<file path="src/rtl/simple_uart_pkg.sv">
// Shared definitions for the simple_uart_tx block: register word indices,
// register bit positions and the serialiser state encoding.
package simple_uart_pkg;

  // Register indices are byte offsets >> 2, matching the decoded addr_i[9:2].
  localparam logic [7:0] REG_TXDATA     = 8'h00;
  localparam logic [7:0] REG_STATUS     = 8'h01;
  localparam logic [7:0] REG_CTRL       = 8'h02;
  localparam logic [7:0] REG_BAUD_DIV   = 8'h03;
  localparam logic [7:0] REG_INTR_STATE = 8'h04;

  localparam int unsigned CTRL_TX_EN  = 0;
  localparam int unsigned CTRL_IRQ_EN = 1;

  localparam int unsigned STATUS_FULL      = 0;
  localparam int unsigned STATUS_EMPTY     = 1;
  localparam int unsigned STATUS_IDLE      = 2;
  localparam int unsigned STATUS_LEVEL_LSB = 8;

  typedef enum logic [1:0] {
    ST_IDLE  = 2'd0,
    ST_START = 2'd1,
    ST_DATA  = 2'd2,
    ST_STOP  = 2'd3
  } tx_state_e;

endpackage

</file>
<file path="src/rtl/simple_uart_tx_fifo.sv">
// Byte-wide synchronous FIFO feeding the UART serialiser.
// The caller guarantees no pop when empty and no push when full unless a pop coincides.
module simple_uart_tx_fifo #(
  parameter int unsigned Depth = 16
) (
  input  logic                     clk_i,
  input  logic                     rst_ni,
  input  logic                     push_i,
  input  logic [7:0]               wdata_i,
  input  logic                     pop_i,
  output logic [7:0]               rdata_o,
  output logic                     full_o,
  output logic                     empty_o,
  output logic [$clog2(Depth):0]   level_o
);

  localparam int unsigned PtrW = $clog2(Depth);
  localparam int unsigned LvlW = PtrW + 1;

  logic [7:0]      mem_q [Depth];
  logic [PtrW-1:0] wptr_q, wptr_d;
  logic [PtrW-1:0] rptr_q, rptr_d;
  logic [LvlW-1:0] count_q, count_d;

  always_comb begin
    wptr_d  = wptr_q;
    rptr_d  = rptr_q;
    count_d = count_q;
    if (push_i) wptr_d = wptr_q + PtrW'(1);
    if (pop_i)  rptr_d = rptr_q + PtrW'(1);
    case ({push_i, pop_i})
      2'b10:   count_d = count_q + LvlW'(1);
      2'b01:   count_d = count_q - LvlW'(1);
      default: count_d = count_q;
    endcase
  end

  always_ff @(posedge clk_i or negedge rst_ni) begin
    if (!rst_ni) begin
      wptr_q  <= '0;
      rptr_q  <= '0;
      count_q <= '0;
    end else begin
      wptr_q  <= wptr_d;
      rptr_q  <= rptr_d;
      count_q <= count_d;
    end
  end

  // Storage is not reset; the pointers alone define which entries are live.
  always_ff @(posedge clk_i) begin
    if (push_i) mem_q[wptr_q] <= wdata_i;
  end

  assign rdata_o = mem_q[rptr_q];
  assign full_o  = (count_q == LvlW'(Depth));
  assign empty_o = (count_q == '0);
  assign level_o = count_q;

endmodule

</file>
<file path="src/rtl/simple_uart_tx.sv">
// Memory-mapped 8N1 UART transmitter: bus register decode, TX FIFO and
// serialiser FSM with a tx_done interrupt.
module simple_uart_tx
  import simple_uart_pkg::*;
#(
  parameter int unsigned FifoDepth     = 16,
  parameter logic [15:0] ClkDivDefault = 16'd868,
  parameter int unsigned DataWidth     = 32,
  parameter int unsigned AddressWidth  = 32
) (
  input  logic                    clk_i,
  input  logic                    rst_ni,
  input  logic                    req_i,
  input  logic                    we_i,
  input  logic [3:0]              be_i,
  input  logic [AddressWidth-1:0] addr_i,
  input  logic [DataWidth-1:0]    wdata_i,
  output logic                    rvalid_o,
  output logic [DataWidth-1:0]    rdata_o,
  output logic                    err_o,
  output logic                    tx_o,
  output logic                    intr_o
);

  localparam int unsigned LvlW = $clog2(FifoDepth) + 1;

  logic            rvalid_q, rvalid_d;
  logic [31:0]     rdata_q, rdata_d;
  logic            err_q, err_d;
  logic [1:0]      ctrl_q, ctrl_d;
  logic [15:0]     baud_q, baud_d;
  logic            tx_done_q, tx_done_d;
  logic            intr_q, intr_d;
  logic            tx_q, tx_d;
  tx_state_e       state_q, state_d;
  logic [7:0]      shift_q, shift_d;
  logic [2:0]      bit_idx_q, bit_idx_d;
  logic [15:0]     cnt_q, cnt_d;
  logic [15:0]     period_q, period_d;

  logic            fifo_push, fifo_pop, fifo_full, fifo_empty;
  logic [7:0]      fifo_rdata;
  logic [LvlW-1:0] fifo_level;
  logic            push_req, w1c, done_set, load;
  logic [31:0]     status;
  logic [7:0]      reg_idx;
  logic            unused_bits;

  assign reg_idx     = addr_i[9:2];
  assign unused_bits = ^{addr_i[AddressWidth-1:10], addr_i[1:0], be_i[3:1],
                         wdata_i[DataWidth-1:16]};

  simple_uart_tx_fifo #(.Depth(FifoDepth)) u_fifo (
    .clk_i   (clk_i),
    .rst_ni  (rst_ni),
    .push_i  (fifo_push),
    .wdata_i (wdata_i[7:0]),
    .pop_i   (fifo_pop),
    .rdata_o (fifo_rdata),
    .full_o  (fifo_full),
    .empty_o (fifo_empty),
    .level_o (fifo_level)
  );

  always_comb begin
    status                               = '0;
    status[STATUS_FULL]                  = fifo_full;
    status[STATUS_EMPTY]                 = fifo_empty;
    status[STATUS_IDLE]                  = fifo_empty && (state_q == ST_IDLE);
    status[STATUS_LEVEL_LSB +: 8]        = 8'(fifo_level);
  end

  always_comb begin
    rvalid_d = req_i;
    rdata_d  = '0;
    err_d    = 1'b0;
    ctrl_d   = ctrl_q;
    baud_d   = baud_q;
    push_req = 1'b0;
    w1c      = 1'b0;
    if (req_i) begin
      case (reg_idx)
        REG_TXDATA: begin
          push_req = we_i && be_i[0];
          // A same-cycle pop frees a slot, so fullness is judged after the pop.
          err_d    = push_req && fifo_full && !fifo_pop;
        end
        REG_STATUS: if (!we_i) rdata_d = status;
        REG_CTRL: begin
          if (we_i) ctrl_d  = wdata_i[1:0];
          else      rdata_d = {30'b0, ctrl_q};
        end
        REG_BAUD_DIV: begin
          if (we_i) baud_d  = (wdata_i[15:0] == 16'd0) ? 16'd1 : wdata_i[15:0];
          else      rdata_d = {16'b0, baud_q};
        end
        REG_INTR_STATE: begin
          if (we_i) w1c     = wdata_i[0];
          else      rdata_d = {31'b0, tx_done_q};
        end
        default: err_d = 1'b1;
      endcase
    end
    fifo_push = push_req && (!fifo_full || fifo_pop);
  end

  always_comb begin
    state_d   = state_q;
    shift_d   = shift_q;
    bit_idx_d = bit_idx_q;
    cnt_d     = cnt_q;
    period_d  = period_q;
    fifo_pop  = 1'b0;
    done_set  = 1'b0;
    load      = 1'b0;
    unique case (state_q)
      ST_IDLE: load = ctrl_q[CTRL_TX_EN] && !fifo_empty;
      ST_START: begin
        if (cnt_q == 16'd0) begin
          state_d   = ST_DATA;
          cnt_d     = period_q - 16'd1;
          bit_idx_d = 3'd0;
        end else begin
          cnt_d = cnt_q - 16'd1;
        end
      end
      ST_DATA: begin
        if (cnt_q == 16'd0) begin
          cnt_d     = period_q - 16'd1;
          shift_d   = {1'b0, shift_q[7:1]};
          bit_idx_d = bit_idx_q + 3'd1;
          if (bit_idx_q == 3'd7) state_d = ST_STOP;
        end else begin
          cnt_d = cnt_q - 16'd1;
        end
      end
      ST_STOP: begin
        if (cnt_q == 16'd0) begin
          if (ctrl_q[CTRL_TX_EN] && !fifo_empty) begin
            load = 1'b1;
          end else begin
            state_d  = ST_IDLE;
            done_set = fifo_empty;
          end
        end else begin
          cnt_d = cnt_q - 16'd1;
        end
      end
      default: state_d = ST_IDLE;
    endcase
    // The bit period is captured per frame so BAUD_DIV edits never stretch a frame in flight.
    if (load) begin
      fifo_pop = 1'b1;
      shift_d  = fifo_rdata;
      period_d = baud_q;
      cnt_d    = baud_q - 16'd1;
      state_d  = ST_START;
    end
    case (state_d)
      ST_START: tx_d = 1'b0;
      ST_DATA:  tx_d = shift_d[0];
      default:  tx_d = 1'b1;
    endcase
  end

  always_comb begin
    tx_done_d = tx_done_q;
    if (w1c)      tx_done_d = 1'b0;
    if (done_set) tx_done_d = 1'b1;
    intr_d = tx_done_q && ctrl_q[CTRL_IRQ_EN];
  end

  always_ff @(posedge clk_i or negedge rst_ni) begin
    if (!rst_ni) begin
      rvalid_q  <= 1'b0;
      rdata_q   <= '0;
      err_q     <= 1'b0;
      ctrl_q    <= '0;
      baud_q    <= ClkDivDefault;
      tx_done_q <= 1'b0;
      intr_q    <= 1'b0;
      tx_q      <= 1'b1;
      state_q   <= ST_IDLE;
      shift_q   <= '0;
      bit_idx_q <= '0;
      cnt_q     <= '0;
      period_q  <= '0;
    end else begin
      rvalid_q  <= rvalid_d;
      rdata_q   <= rdata_d;
      err_q     <= err_d;
      ctrl_q    <= ctrl_d;
      baud_q    <= baud_d;
      tx_done_q <= tx_done_d;
      intr_q    <= intr_d;
      tx_q      <= tx_d;
      state_q   <= state_d;
      shift_q   <= shift_d;
      bit_idx_q <= bit_idx_d;
      cnt_q     <= cnt_d;
      period_q  <= period_d;
    end
  end

  assign rvalid_o = rvalid_q;
  assign rdata_o  = rdata_q;
  assign err_o    = err_q;
  assign tx_o     = tx_q;
  assign intr_o   = intr_q;

endmodule

</file>
<file path="config.mk">
export PLATFORM = sky130hd
export DESIGN_NAME = simple_uart_tx
export DESIGN_NICKNAME = d
export VERILOG_FILES = /design/src/rtl/simple_uart_pkg.sv /design/src/rtl/simple_uart_tx_fifo.sv /design/src/rtl/simple_uart_tx.sv
export SDC_FILE = /design/constraint.sdc
export NUM_CORES = 1
export LEC_CHECK = 0
export BUFFER_PORTS_ARGS = -buffer_cell sky130_fd_sc_hd__buf_2
export CORE_UTILIZATION = 55
export CTS_CLUSTER_DIAMETER = 150
export DETAILED_ROUTE_END_ITERATION = 6
export GPL_ROUTABILITY_DRIVEN = 0
export GPL_TIMING_DRIVEN = 1
export PLACE_DENSITY = 0.75
export SLEW_MARGIN = 20
export SYNTH_ARGS = -nofsm -noshare
export SYNTH_HDL_FRONTEND = slang
export SYNTH_SLANG_ARGS = --single-unit
export TNS_END_PERCENT = 100
</file>
<file path="constraint.sdc">
create_clock -name clk_i -period 4.2 [get_ports clk_i]
set_input_delay 0.21 -clock clk_i [delete_from_list [all_inputs] [get_ports clk_i]]
set_output_delay 0.21 -clock clk_i [all_outputs]
set_load 0.05 [all_outputs]
</file>
==> results.toml, run 1 <==
[status]
status = "completed"

[logic_synthesis]
synth-seq-cells = 225
synthFlopType = "edfxtp_1"
netlist_area_sq_mm = 0.0105
synthCells = 787
synth.yosys.seq_area_share = 0.598
syn-mean-instance-area_sq_um = 13.4
yosys_warnings = 0
synth_cell_types = 73
async_flop_share = 0.431
synth_edf_count = 128

[floorplan]
initial_core_util = 0.562
die_w_um = 140
io_pins = 108
std_cell_rows = 50
core_area_sq_mm = 0.0187
die_area_sq_mm = 0.0197
die_h_um = 140

[clock_tree]
clk_pin_slew_ps = 60
cts_max_level = 1
clock_latency_ps = 520
tritoncts = "yes"
cts_buffer_depth = 3
cts_setup_buffers = 0
cts_resized = 0
cts_buffers = 24
cts.sinks = 225
root_buffer = "clkbuf_16"

[sta]
whs_ps = 45.7
worst_pin_slew_ps = 755
slew_violations = 0
min_period_over_period = 0.904
hold_viol = 0
setup_tns_ps = 0
max_freq_ghz = 0.263
max_slew_margin = 0.492
setup_viol = 0
clock_skew_ps = 20.5
layout_min_cycle_time_ps = 3800
rsz0062_at_grt = "no"

[worst_setup_path]
end_kind = "flip-flop"
critical_path_required_ps = 4610
startpoint_type = "flip-flop"
path_max_fanout = 13
rr_startpoint = "cnt_q[1]"
r2r_end = "u_fifo.level_o[4]"
reg2reg_depth = 13
worstSetupPathType = "reg -> reg"
cp_data_arrival_time_ps = 4210
r2r_setup_slack_ps = 400

[route]
drc = 0
detail-route-antenna-nets = 0
drtIter0Drc = 486
firstDrtPassIters = 5
viasPerCell = 6.08
wl_per_cell_um = 20.9
routed-via-count = 6712
wirelength_um = 23100

[cells_and_area]
nets = 943
drive_gt1_frac = 0.225
antenna_cells = 0
final_cell_mix = "128 x edfxtp_1, 90 x dfrtp_1, 86 x nand2_1"
synthToLayoutAreaGrowth_pct = 12.3
layout_commonest_cell = "edfxtp_1"

[global_routing]
met3_usage = 0.0465
met2_usage = 0.413
antenna_found_initial = 0
grtUsageMet1 = 0.321
top_usage_layer = "met2"
grt_max_degree = 57
grt_pass1_wl_um = 36700
grt_use_total = 0.244
grt-ovfl-total = 0
grt_pass1_vias = 6650

[place]
dp_hpwl_um = 15500
portBuffers = 48

[power]
ir_drop_mv = 0.319
p_leak_uw = 0.00465
power.density_mw_per_mm2 = 510

[min_path]
hold_path.class = "in -> reg"
hold_start = "addr_i[9]"
min_to = "rdata_o[1]"
hold_path_depth = 3

[run]
drv_cap = 0
==> where the power goes <==
| part | internal (uW) | total [uW] | leakage (uW) | switching [uW] |
|---|---|---|---|---|
| Combinational | 605 | 1320 | 0.00188 | 712 |
| Clock | 1130 | 1970 | 0.000369 | 839 |
| Sequential | 2490 | 2730 | 0.00241 | 244 |
| Total | 4230 | 6020 | 0.00465 | 1790 |
==> layer usage <==
metal	up-vias	wire, um
met1	3363	9560
met3	42	1500
met5	-	0
met4	0	565
met2	249	11400
li1	3058	-
==> flip-flops by register name, summed over array words and instances (netlist names), 2 cells and up <==
register / cells
baud_q: 16
period_q: 16
shift_q: 8
cnt_q: 16
state_q: 2
u_fifo.wptr_q: 4
bit_idx_q: 3
u_fifo.mem_q: 128
ctrl_q: 2
rdata_o: 16
u_fifo.level_o: 5
u_fifo.rptr_q: 4
==> cells in the mapped netlist, types with 6 or more instances <==
library cell    n  area [sq um]
nor4_1         12          75.1
mux4_2         40           901
or4_1           8          60.1
a211oi_1        6          45.0
mux2_2         22           248
buf_2           9          45.0
ha_1           18           225
o21ai_0        26           130
mux2i_1        11           110
a21oi_1        20           100
nand3_1        12          60.1
edfxtp_1      128          3840
xnor2_1        23           201
buf_4          16           120
nand2_1        86           323
clkbuf_1       18          67.6
a22oi_1        11          82.6
buf_1           9          33.8
dfstp_2         6           158
nor2_1         54           203
or3_1           7          43.8
nand4_1         8          50.1
nor3_1         23           115
dfrtp_1        91          2280
inv_1          12          45.0
xor2_1         14           123
and2_1         12          75.1
==> stage by stage <==
stage	instances	util	cell area, sq um	setup slack (ps)	power, uW
2_1_floorplan	802	-	10600	537	3710
3_3_place_gp	1050	0.586	11000	581	4020
3_5_place_dp	1050	0.586	11000	449	4060
4_1_cts	1104	0.631	11800	450	6050
5_1_grt	1104	0.631	11800	233	6290
6_report	1104	0.631	11800	403	6020
==> cells by family after synthesis <==
kind of cell / Yosys count / synth area share
AOI/OAI and AO/OA: 106 / 0.0685
xor gates and xnor gates: 37 / 0.0308
adders and majority gates: 19 / 0.0233
buffers and inverters: 68 / 0.0342
DFF: 225 / 0.598
muxes: 74 / 0.122
other: 1 / 0.000357
and+or+nand+nor: 257 / 0.123
==> timing repair <==
item | 4_1_cts | 5_1_grt
endpoints found under the hold margin | 46 | 0
hold buffers | 10 | 0
endpoints found under the setup margin | 0 | 0
==> cell type report <==
type                       count  area [sq um]
multi-input combinational    509          3930
fill                        1392          6900
timing repair buffer          80           508
clock buffer                  32           672
clock inverter                12          78.8
sequential                   225          6280
inverter                      12          45.0
tap                          234           293
==> how the worst max path moves through the flow <==
| stage | cells after the start | startpoint | slack (ps) | to |
|---|---|---|---|---|
| after global routing | 13 | cnt_q[0] | 230 | u_fifo.level_o[4] |
| final | 13 | cnt_q[1] | 400 | u_fifo.level_o[4] |
| after global placement | 13 | cnt_q[1] | 580 | u_fifo.level_o[4] |
| after CTS | 13 | cnt_q[1] | 450 | u_fifo.level_o[4] |
| after detailed placement | 13 | cnt_q[1] | 450 | u_fifo.level_o[4] |
| after floorplan | 16 | cnt_q[0] | 540 | u_fifo.level_o[4] |
==> critical path, stage by stage, from the launching register on <==
cell and delay [ps]:
dfrtp_1 430, inv_1 130, ha_1 180, or3b_1 480
or4_4 630, nor2_2 230, o21a_2 160, and2_1 220
ha_1 300, a21o_1 190, a21oi_1 170, nor2_1 80
mux2_2 280, o211a_1 200
Note: power is estimated with default switching activity, not from simulation.
==> run 2, diff against run 1 <==
--- a/config.mk
+++ b/config.mk
@@ -6,12 +6,13 @@
 export NUM_CORES = 1
 export LEC_CHECK = 0
 export BUFFER_PORTS_ARGS = -buffer_cell sky130_fd_sc_hd__buf_2
-export CORE_UTILIZATION = 55
+export CORE_MARGIN = 5
+export CORE_UTILIZATION = 59
 export CTS_CLUSTER_DIAMETER = 150
 export DETAILED_ROUTE_END_ITERATION = 6
 export GPL_ROUTABILITY_DRIVEN = 0
 export GPL_TIMING_DRIVEN = 1
-export PLACE_DENSITY = 0.75
+export PLACE_DENSITY = 0.8
 export SLEW_MARGIN = 20
 export SYNTH_ARGS = -nofsm -noshare
 export SYNTH_HDL_FRONTEND = slang
==> results.toml, run 2 (synthesis results as in run 1) <==
[floorplan]
std_cell_rows = 48
die_w_um = 143
io_pins = 108
die_area_sq_mm = 0.0206
die_h_um = 143
core_area_sq_mm = 0.0174
initial_core_util = 0.605

[min_path]
hold_start = "addr_i[2]"
hold_path_depth = 3
min_to = "rdata_o[1]"
hold_path.class = "in -> reg"

[worst_setup_path]
critical_path_required_ps = 4610
cpMostUsedCell = "ha_1"
cp_num_buf_inv = 1
rr_startpoint = "cnt_q[1]"
end_kind = "flip-flop"
worstSetupPathType = "reg -> reg"
crit_chain = "inv_1, ha_1, or3b_1, or4_4, nor2_2, o21a_2, and2_1, ha_1, a21o_1, a21oi_1, nor2_1, mux2_2, o211a_1"
crit_path_max_incr_delay_ps = 630
crit_slowest_cell = "or4_4"
path_max_fanout = 13
r2r_setup_slack_ps = 390
reg2reg_depth = 13
startpoint_type = "flip-flop"
path_delay_family = "simple AND/OR/NAND/NOR gates"
cp_data_arrival_time_ps = 4220
r2r_end = "u_fifo.level_o[4]"
crit_cells = 13

[cells_and_area]
largest_reg_flops = 128
layout_commonest_cell = "edfxtp_1"
top_register = "u_fifo.mem_q"
final_cell_mix = "128 x edfxtp_1, 90 x dfrtp_1, 86 x nand2_1"
nets = 943
antenna_cells = 0
synthToLayoutAreaGrowth_pct = 13.4
nFillCells = 1151
drive_gt1_frac = 0.229

[global_routing]
grt_pass1_wl_um = 37900
grt_pass1_vias = 7007
grt_max_degree = 61
grt_use_total = 0.236
antenna_found_initial = 0
grt-ovfl-total = 0

[sta]
max_slew_margin = 0.501
max_freq_ghz = 0.262
setup_viol = 0
hold_viol = 0
worst_pin_slew_ps = 749
clock_skew_ps = 18.6
layout_min_cycle_time_ps = 3810
slew_violations = 0
rsz0062_at_grt = "no"
min_period_over_period = 0.908
whs_ps = 47.9
setup_tns_ps = 0

[power]
p_comb_frac = 0.203
p_sw_uw = 1820
power.density_mw_per_mm2 = 530
p_leak_uw = 0.00470
p_seq_frac = 0.436
p_clk_frac = 0.361
p_sw_frac = 0.288
ir_drop_mv = 0.412
p_int_uw = 4490

[route]
detail-route-antenna-nets = 0
wl_met2_um = 12500
wl_per_cell_um = 21.7
wl_met3_um = 1510
viasPerCell = 6.27
drtIter0Drc = 768
firstDrtPassIters = 5
drc = 0
wirelength_um = 23700
routed-via-count = 6863
highest_layer = "met4"
met1_length_um = 8930

[clock_tree]
cts_buffer_depth = 3
cts_buffers = 24
clk_pin_slew_ps = 60
cts_max_level = 1
clock_latency_ps = 530
tritoncts = "yes"
root_buffer = "clkbuf_16"
cts.sinks = 225

[status]
status = "completed"

[run]
drv_cap = 0

[place]
dp_hpwl_um = 15900
portBuffers = 48
==> run 2: changes by cell type in the layout (fill, tap and decap cells not counted), sizes merged <==
cell | previous run | this run
clkbuf | 32 | 29
inv | 15 | 12
clkinvlp | 1 | 2
bufinv | 0 | 5
==> run 2: power by group through the flow <==
| stage | clock network, uW | logic (uW) | registers (uW) |
|---|---|---|---|
| 3_5_place_dp | 0 | 1240 | 2790 |
| 5_1_grt | 2410 | 1390 | 2790 |
| 3_3_place_gp | 0 | 1190 | 2780 |
| 2_1_floorplan | 0 | 1050 | 2660 |
| 6_report | 2280 | 1280 | 2750 |
| 4_1_cts | 2300 | 1270 | 2750 |
==> run 2: what timing repair did <==
| item | in CTS | in global routing |
|---|---|---|
| hold buffers | 10 | 0 |
| resized for setup | 0 | 0 |
| setup buffers | 0 | 0 |
| endpoints found under the hold margin | 65 | 0 |
| endpoints found under the setup margin | 0 | 0 |
==> run 2: final cells by class <==
cell class / count / area, sq um / area share
inverters: 12 / 45.0 / 0.00378
multi-input cells: 509 / 3930 / 0.330
clock inverters: 15 / 231 / 0.0194
flip-flops and latches: 225 / 6280 / 0.527
clock buffers: 29 / 639 / 0.0537
repair buffers: 80 / 508 / 0.0426
well taps: 225 / 282 / 0.0236
==> run 2: worst max-delay path by stage <==
stage	startpoint	to
after floorplan	cnt_q[0]	u_fifo.level_o[4]
after global placement	cnt_q[0]	u_fifo.level_o[4]
after detailed placement	cnt_q[1]	u_fifo.level_o[4]
after CTS	cnt_q[1]	u_fifo.level_o[4]
after global routing	cnt_q[0]	u_fifo.level_o[4]
final	cnt_q[1]	u_fifo.level_o[4]
==> run 2: per-stage QoR <==
stage	power (uW)	cells	utilization	area (sq um)	setup WS [ps]
6_report	6320	1095	0.686	11900	387
3_5_place_dp	4040	1041	0.631	10900	467
4_1_cts	6320	1095	0.686	11900	426
3_3_place_gp	3970	1041	0.630	10900	616
5_1_grt	6580	1095	0.686	11900	222
2_1_floorplan	3710	802	-	10600	537
==> run 2: routing by layer <==
metal  track usage  up-vias
li1              -     3053
met1         0.302     3428
met2         0.418      313
met3        0.0359       69
met4        0.0743        0
met5             0        -
==> run 2: worst reg2reg max path, stage by stage, from the launching register on <==
cell and delay (ps):
dfrtp_1 430, inv_1 150, ha_1 190, or3b_1 480, or4_4 630, nor2_2 220
o21a_2 160, and2_1 220, ha_1 300, a21o_1 190, a21oi_1 170, nor2_1 80
mux2_2 280, o211a_1 210
